## src/rtl/v2k_typedef_yee_pix_arb_if.sv

```systemverilog
// Pixel arbiter bus: two pixel requesters plus the registered output toward sub2.
// slave = arbiter side, master = requester/sink side.
interface v2k_typedef_yee_pix_arb_if #(
  parameter int PIX_W = 24
);
  logic             req0_valid;
  logic [PIX_W-1:0] req0_pixel;
  logic             req0_ready;
  logic             req1_valid;
  logic [PIX_W-1:0] req1_pixel;
  logic             req1_ready;
  logic             out_valid;
  logic [PIX_W-1:0] out_pixel;
  logic             out_src;
  logic             out_ready;

  modport slave (
    input  req0_valid, req0_pixel, req1_valid, req1_pixel, out_ready,
    output req0_ready, req1_ready, out_valid, out_pixel, out_src
  );

  modport master (
    output req0_valid, req0_pixel, req1_valid, req1_pixel, out_ready,
    input  req0_ready, req1_ready, out_valid, out_pixel, out_src
  );
endinterface

```

## src/rtl/v2k_typedef_yee_pix_arb.sv

```systemverilog
// Round-robin arbiter sharing the sub2 pixel input between two requesters.
// Grants last up to BURST_MAX beats; one registered output stage with backpressure.
module v2k_typedef_yee_pix_arb #(
  parameter int PIX_W     = 24,
  parameter int BURST_MAX = 4,
  parameter int CNT_W     = 3   // 2**CNT_W must exceed BURST_MAX
) (
  input logic                      cp,
  input logic                      reset,
  v2k_typedef_yee_pix_arb_if.slave bus
);

  typedef enum logic [1:0] {IDLE = 2'd0, GNT0 = 2'd1, GNT1 = 2'd2} state_t;

  localparam logic [CNT_W-1:0] LAST_BEAT = CNT_W'(BURST_MAX - 1);

  state_t           state, state_nxt;
  logic             rr_ptr, rr_nxt;
  logic [CNT_W-1:0] beat_cnt, cnt_nxt;

  logic             out_valid_q, out_src_q;
  logic [PIX_W-1:0] out_pixel_q;

  logic                  can_load;
  logic [1:0]            vld, rdy, xfer;
  logic [1:0][PIX_W-1:0] pix;
  logic                  cur_id, cur_valid, oth_valid, cur_xfer;
  logic                  burst_done, grant_end;

  assign vld = {bus.req1_valid, bus.req0_valid};
  assign pix = {bus.req1_pixel, bus.req0_pixel};

  // Output stage can take a new beat when empty or being drained this cycle.
  assign can_load = !out_valid_q || bus.out_ready;
  assign rdy[0]   = (state == GNT0) && can_load;
  assign rdy[1]   = (state == GNT1) && can_load;
  assign xfer     = vld & rdy;

  assign bus.req0_ready = rdy[0];
  assign bus.req1_ready = rdy[1];
  assign bus.out_valid  = out_valid_q;
  assign bus.out_pixel  = out_pixel_q;
  assign bus.out_src    = out_src_q;

  // Current grant holder view; only meaningful outside IDLE.
  assign cur_id     = (state == GNT1);
  assign cur_valid  = vld[cur_id];
  assign oth_valid  = vld[!cur_id];
  assign cur_xfer   = |xfer;
  assign burst_done = cur_xfer && (beat_cnt == LAST_BEAT);
  // A stalled holder keeps its grant: only a full burst or dropped valid ends it.
  assign grant_end  = (state != IDLE) && (burst_done || !cur_valid);

  // Arbitration state, round-robin pointer and burst counter registers.
  always_ff @(posedge cp or negedge reset) begin
    if (!reset) begin
      state    <= IDLE;
      rr_ptr   <= 1'b0;
      beat_cnt <= '0;
    end else begin
      state    <= state_nxt;
      rr_ptr   <= rr_nxt;
      beat_cnt <= cnt_nxt;
    end
  end

  // Next grant: rotate on grant end, handing over in the same cycle (no bubble).
  always_comb begin
    state_nxt = state;
    rr_nxt    = rr_ptr;
    cnt_nxt   = beat_cnt;
    case (state)
      IDLE: begin
        if (vld == 2'b11)  state_nxt = rr_ptr ? GNT1 : GNT0;
        else if (vld[0])   state_nxt = GNT0;
        else if (vld[1])   state_nxt = GNT1;
      end
      GNT0, GNT1: begin
        if (grant_end) begin
          rr_nxt  = !cur_id;
          cnt_nxt = '0;
          if (oth_valid)                    state_nxt = cur_id ? GNT0 : GNT1;
          else if (burst_done && cur_valid) state_nxt = state;
          else                              state_nxt = IDLE;
        end else if (cur_xfer) begin
          cnt_nxt = beat_cnt + 1'b1;
        end
      end
      default: state_nxt = IDLE;
    endcase
  end

  // Output register: load on accepted beat, clear once drained, hold under backpressure.
  always_ff @(posedge cp or negedge reset) begin
    if (!reset) begin
      out_valid_q <= 1'b0;
      out_pixel_q <= '0;
      out_src_q   <= 1'b0;
    end else if (cur_xfer) begin
      out_valid_q <= 1'b1;
      out_pixel_q <= pix[xfer[1]];
      out_src_q   <= xfer[1];
    end else if (bus.out_ready) begin
      out_valid_q <= 1'b0;
    end
  end

endmodule

```

## src/flat_wrapper.sv

```systemverilog
// flat-port wrapper written by rule: the top's interface ports become plain ports
module v2k_typedef_yee_pix_arb_flat 
#(
  parameter int PIX_W     = 24,
  parameter int BURST_MAX = 4,
  parameter int CNT_W     = 3                                    
)
  (cp, reset, bus_req0_valid, bus_req0_pixel, bus_req1_valid, bus_req1_pixel, bus_out_ready, bus_req0_ready, bus_req1_ready, bus_out_valid, bus_out_pixel, bus_out_src);
  v2k_typedef_yee_pix_arb_if #(.PIX_W(PIX_W)) bus_i ();
  input logic cp;
  input logic reset;
  input wire logic [$bits(bus_i.req0_valid)-1:0] bus_req0_valid;
  input wire logic [$bits(bus_i.req0_pixel)-1:0] bus_req0_pixel;
  input wire logic [$bits(bus_i.req1_valid)-1:0] bus_req1_valid;
  input wire logic [$bits(bus_i.req1_pixel)-1:0] bus_req1_pixel;
  input wire logic [$bits(bus_i.out_ready)-1:0] bus_out_ready;
  output wire logic [$bits(bus_i.req0_ready)-1:0] bus_req0_ready;
  output wire logic [$bits(bus_i.req1_ready)-1:0] bus_req1_ready;
  output wire logic [$bits(bus_i.out_valid)-1:0] bus_out_valid;
  output wire logic [$bits(bus_i.out_pixel)-1:0] bus_out_pixel;
  output wire logic [$bits(bus_i.out_src)-1:0] bus_out_src;
  assign bus_i.req0_valid = bus_req0_valid;
  assign bus_i.req0_pixel = bus_req0_pixel;
  assign bus_i.req1_valid = bus_req1_valid;
  assign bus_i.req1_pixel = bus_req1_pixel;
  assign bus_i.out_ready = bus_out_ready;
  assign bus_req0_ready = bus_i.req0_ready;
  assign bus_req1_ready = bus_i.req1_ready;
  assign bus_out_valid = bus_i.out_valid;
  assign bus_out_pixel = bus_i.out_pixel;
  assign bus_out_src = bus_i.out_src;
  v2k_typedef_yee_pix_arb #(.PIX_W(PIX_W), .BURST_MAX(BURST_MAX), .CNT_W(CNT_W)) u_core (.cp(cp), .reset(reset), .bus(bus_i));
endmodule
```

## config.mk

```make
export PLATFORM = sky130hd
export DESIGN_NAME = v2k_typedef_yee_pix_arb_flat
export DESIGN_NICKNAME = d
export VERILOG_FILES = /design/src/rtl/v2k_typedef_yee_pix_arb_if.sv /design/src/rtl/v2k_typedef_yee_pix_arb.sv /design/src/flat_wrapper.sv
export SDC_FILE = /design/constraint.sdc
export NUM_CORES = 1
export LEC_CHECK = 0
export CORE_MARGIN = 2
export CORE_UTILIZATION = 40
export CTS_BUF_LIST = sky130_fd_sc_hd__clkbuf_16
export CTS_CLUSTER_DIAMETER = 80
export DETAILED_ROUTE_END_ITERATION = 12
export GPL_TIMING_DRIVEN = 1
export HOLD_SLACK_MARGIN = 0.06
export PLACE_DENSITY = 0.9
export SETUP_SLACK_MARGIN = 0.4
export SLEW_MARGIN = 25
export SYNTH_ARGS = -nofsm -noshare
export SYNTH_HDL_FRONTEND = slang
export SYNTH_SLANG_ARGS = --single-unit
```

## constraint.sdc

```tcl
create_clock -name cp -period 2 [get_ports cp]
set_clock_uncertainty 0.05 [all_clocks]
set_input_delay 0.2 -clock cp [delete_from_list [all_inputs] [get_ports cp]]
set_output_delay 0.2 -clock cp [all_outputs]
set_load 0.02 [all_outputs]
```

==> results.json <==
{
  "run_status": "finished, final reports clean",
  "slew_headroom": 0.723,
  "synth_cells": 158,
  "clock_power_share": 0.206,
  "first_pass_iters": 5,
  "fin_nets": 305,
  "setup_repair_after_global_routing_missed_its_margin": "yes",
  "final-setup-viol-count": 0,
  "finalWirelength_um": 4100,
  "grt_usage": 0.186,
  "mostFrequentLayoutCells": "78 x clkdlybuf4s50_1, 31 x dfrtp_1, 27 x nor2_1",
  "vdd_drop_max_mv": 0.768,
  "ys_warn_count": 0,
  "power_uw": 4080,
  "synth.yosys.seq_area_share": 0.484,
  "hold_viol": 0,
  "synth_seq_cells": 32,
  "tritoncts.num_buffers": 5,
  "placement_rows": 23,
  "worst-slew-pin-transition_ps": 415,
  "drc": 0,
  "dieHeight_um": 68.3,
  "r2r-start": "u_core.state[0]",
  "ff2ff_path_depth": 6,
  "endpoint_kind": "flip-flop",
  "critical_path.startpoint_type": "flip-flop",
  "power_per_cell_area_mw_per_mm2": 1480,
  "detailedRoute.firstIterationViolations": 50,
  "hp-class": "input port to async pin",
  "global_route_wire_length_before_repair_um": 6410,
  "cts-root-to-sink-buffers": 2,
  "switchingPower_uw": 1440,
  "syn-num-nets": 217,
  "final_setup_tns_ps": 0,
  "tritoncts": "done",
  "floorplan.initialDensity": 0.414,
  "seq_power_share": 0.273,
  "cts-hold-fix-buffers": 0,
  "r2r_slack_ps": 220,
  "criticalPathCategory": "flip-flop to flip-flop",
  "grt_start_max_net_pins": 50,
  "grt_antenna_before_repair": 0,
  "buffer_ports.inserted": 80,
  "intPower_uw": 2640,
  "floorplan.io_pins": 81,
  "post_route_cells_drive_above_1_share": 0.134,
  "globalRoute.totalOverflow": 0,
  "grt_pass1_vias": 1479,
  "timing.rr.end": "u_core.beat_cnt[0]",
  "total_leakage_power_uw": 0.00133,
  "synth_cell_types": 27,
  "drt-vias-per-instance": 4.93,
  "n_antenna_cell": 0,
  "drtAntennaViolNets": 0,
  "finalWorstPathRequiredPeriod_ps": 1780,
  "cts_root_buf": "clkbuf_16",
  "cap_violations": 0,
  "gp_congestion": 0.849,
  "layout_commonest_cell": "clkdlybuf4s50_1",
  "finalCritPeriodShare": 0.891,
  "place.detailed.hpwl_um": 2930,
  "achievable-frequency_mhz": 561,
  "dieWidth_um": 68.3,
  "final_report_max_slew_violation_count": 0,
  "floorplan.die_area_mm2": 0.00467,
  "synth_top_cells_by_area": "dfrtp_1 48%, mux2i_1 16%, a21oi_1 7.9%, nor2_1 6.1%, ha_1 4.5%",
  "share_comb_of_total_power": 0.521,
  "clk_pin_slew_ps": 50,
  "syn_avg_cell_area_um2": 10.5,
  "clkLatencyLatePin_ps": 270,
  "path_max_fanout": 4,
  "num_vias": 1464,
  "yosysTopAreaCellShare": 0.484,
  "sw_frac_of_total": 0.354,
  "syn_to_final_growth_pct": 66.9,
  "setup.worst_path.start": "u_core.state[0]",
  "design.core.area_mm2": 0.00400,
  "worst_ep_required_time_ps": 2100,
  "synthesis.area_mm2": 0.00165,
  "wire_per_inst_um": 13.8,
  "cts-htree-levels": 2,
  "critical_path_arrival_ps": 1890,
  "post-synth-top-area-cell": "dfrtp_1",
  "clock-sinks": 32
}
## layer usage
| metal | share of wire | vias to the layer above | routed length (µm) | global-route usage |
|---|---|---|---|---|
| met5 | 0 | - | 0 | 0 |
| met4 | 0.014 | 0 | 59 | 0.0700 |
| li1 | - | 725 | - | - |
| met2 | 0.49 | 57 | 2030 | 0.324 |
| met3 | 0.085 | 7 | 347 | 0.0559 |
| met1 | 0.41 | 675 | 1660 | 0.214 |
## critical path: stages (launching register included)
cell and delay, ps:
dfrtp_1 400, inv_2 90, ha_4 160, mux2_4 320, nor2b_4 130, o211a_1 240
mux2_2 270
## Yosys cell counts
| cell | count |
|---|---|
| nand3b_1 | 2 |
| nand3_2 | 1 |
| a21oi_1 | 26 |
| nor2b_4 | 1 |
| mux2_2 | 1 |
| o211a_1 | 1 |
| ha_1 | 6 |
| and2_1 | 2 |
| o22ai_1 | 1 |
| buf_6 | 1 |
| mux2_1 | 1 |
| nor2_1 | 27 |
| nand3_1 | 2 |
| a31oi_2 | 1 |
| a21bo_2 | 1 |
| buf_4 | 2 |
| o21ai_0 | 1 |
| mux2i_1 | 26 |
| nand2b_1 | 3 |
| a22o_1 | 4 |
| and2_4 | 1 |
| buf_2 | 2 |
| mux2_4 | 1 |
| clkbuf_1 | 3 |
| dfrtp_1 | 32 |
| inv_1 | 5 |
| nand2_1 | 4 |
## flip-flops by register name, summed over array words and instances, names as in the netlist
| register | cells |
|---|---|
| u_core.bus.out_pixel | 24 |
| u_core.beat_cnt | 3 |
| u_core.state | 2 |
| u_core.bus.out_src | 1 |
| u_core.bus.out_valid | 1 |
| u_core.rr_ptr | 1 |
## power by group through the flow
stage	sequential (µW)	combinational, µW	clock (µW)
floorplan	1440	873	0
global placement	1110	2000	0
detailed placement	1130	2060	0
CTS	1110	2120	856
global route	1150	2310	885
finish	1110	2120	840
## worst max-delay path by stage
stage / to / slack (ps) / cells past startpoint
6_report: u_core.beat_cnt[0] / 220 / 6
5_1_grt: u_core.beat_cnt[0] / 160 / 6
4_1_cts: u_core.state[1] / 210 / 6
3_5_place_dp: u_core.state[1] / 80 / 5
3_3_place_gp: u_core.state[1] / 120 / 5
2_1_floorplan: u_core.beat_cnt[0] / 280 / 6
## layout make-up
cell class	instances	area, µm²
flip-flops and latches	32	802
inverters	5	18.8
repair buffers	89	890
clock buffers	5	125
clock inverters	3	38.8
multi-input cells	113	825
well taps	50	62.6
fillers	324	1240
## logic make-up after synthesis
| logic type | synth area share |
|---|---|
| AOI/OAI and AO/OA | 0.126 |
| adders and majority gates | 0.0454 |
| buffers and inverters | 0.0401 |
| DFF | 0.484 |
| muxes | 0.180 |
| and+or+nand+nor | 0.124 |
## metrics by stage
stage	std cells	util	hold slack [ps]	instance area, µm²	setup slack (ps)
after floorplan	158	-	-146	1680	285
after global placement	284	0.640	418	2560	122
after detailed placement	284	0.640	441	2560	83.8
after CTS	297	0.689	305	2760	213
after global routing	297	0.690	336	2760	163
final	297	0.690	284	2760	217
## repair_timing
item,CTS,global route
buffers inserted,5,0
endpoints found under the setup margin,7,8
cloned,0,0
resized for setup,6,6
pin swaps,2,0
No activity file was read; power rests on OpenSTA's default activity.
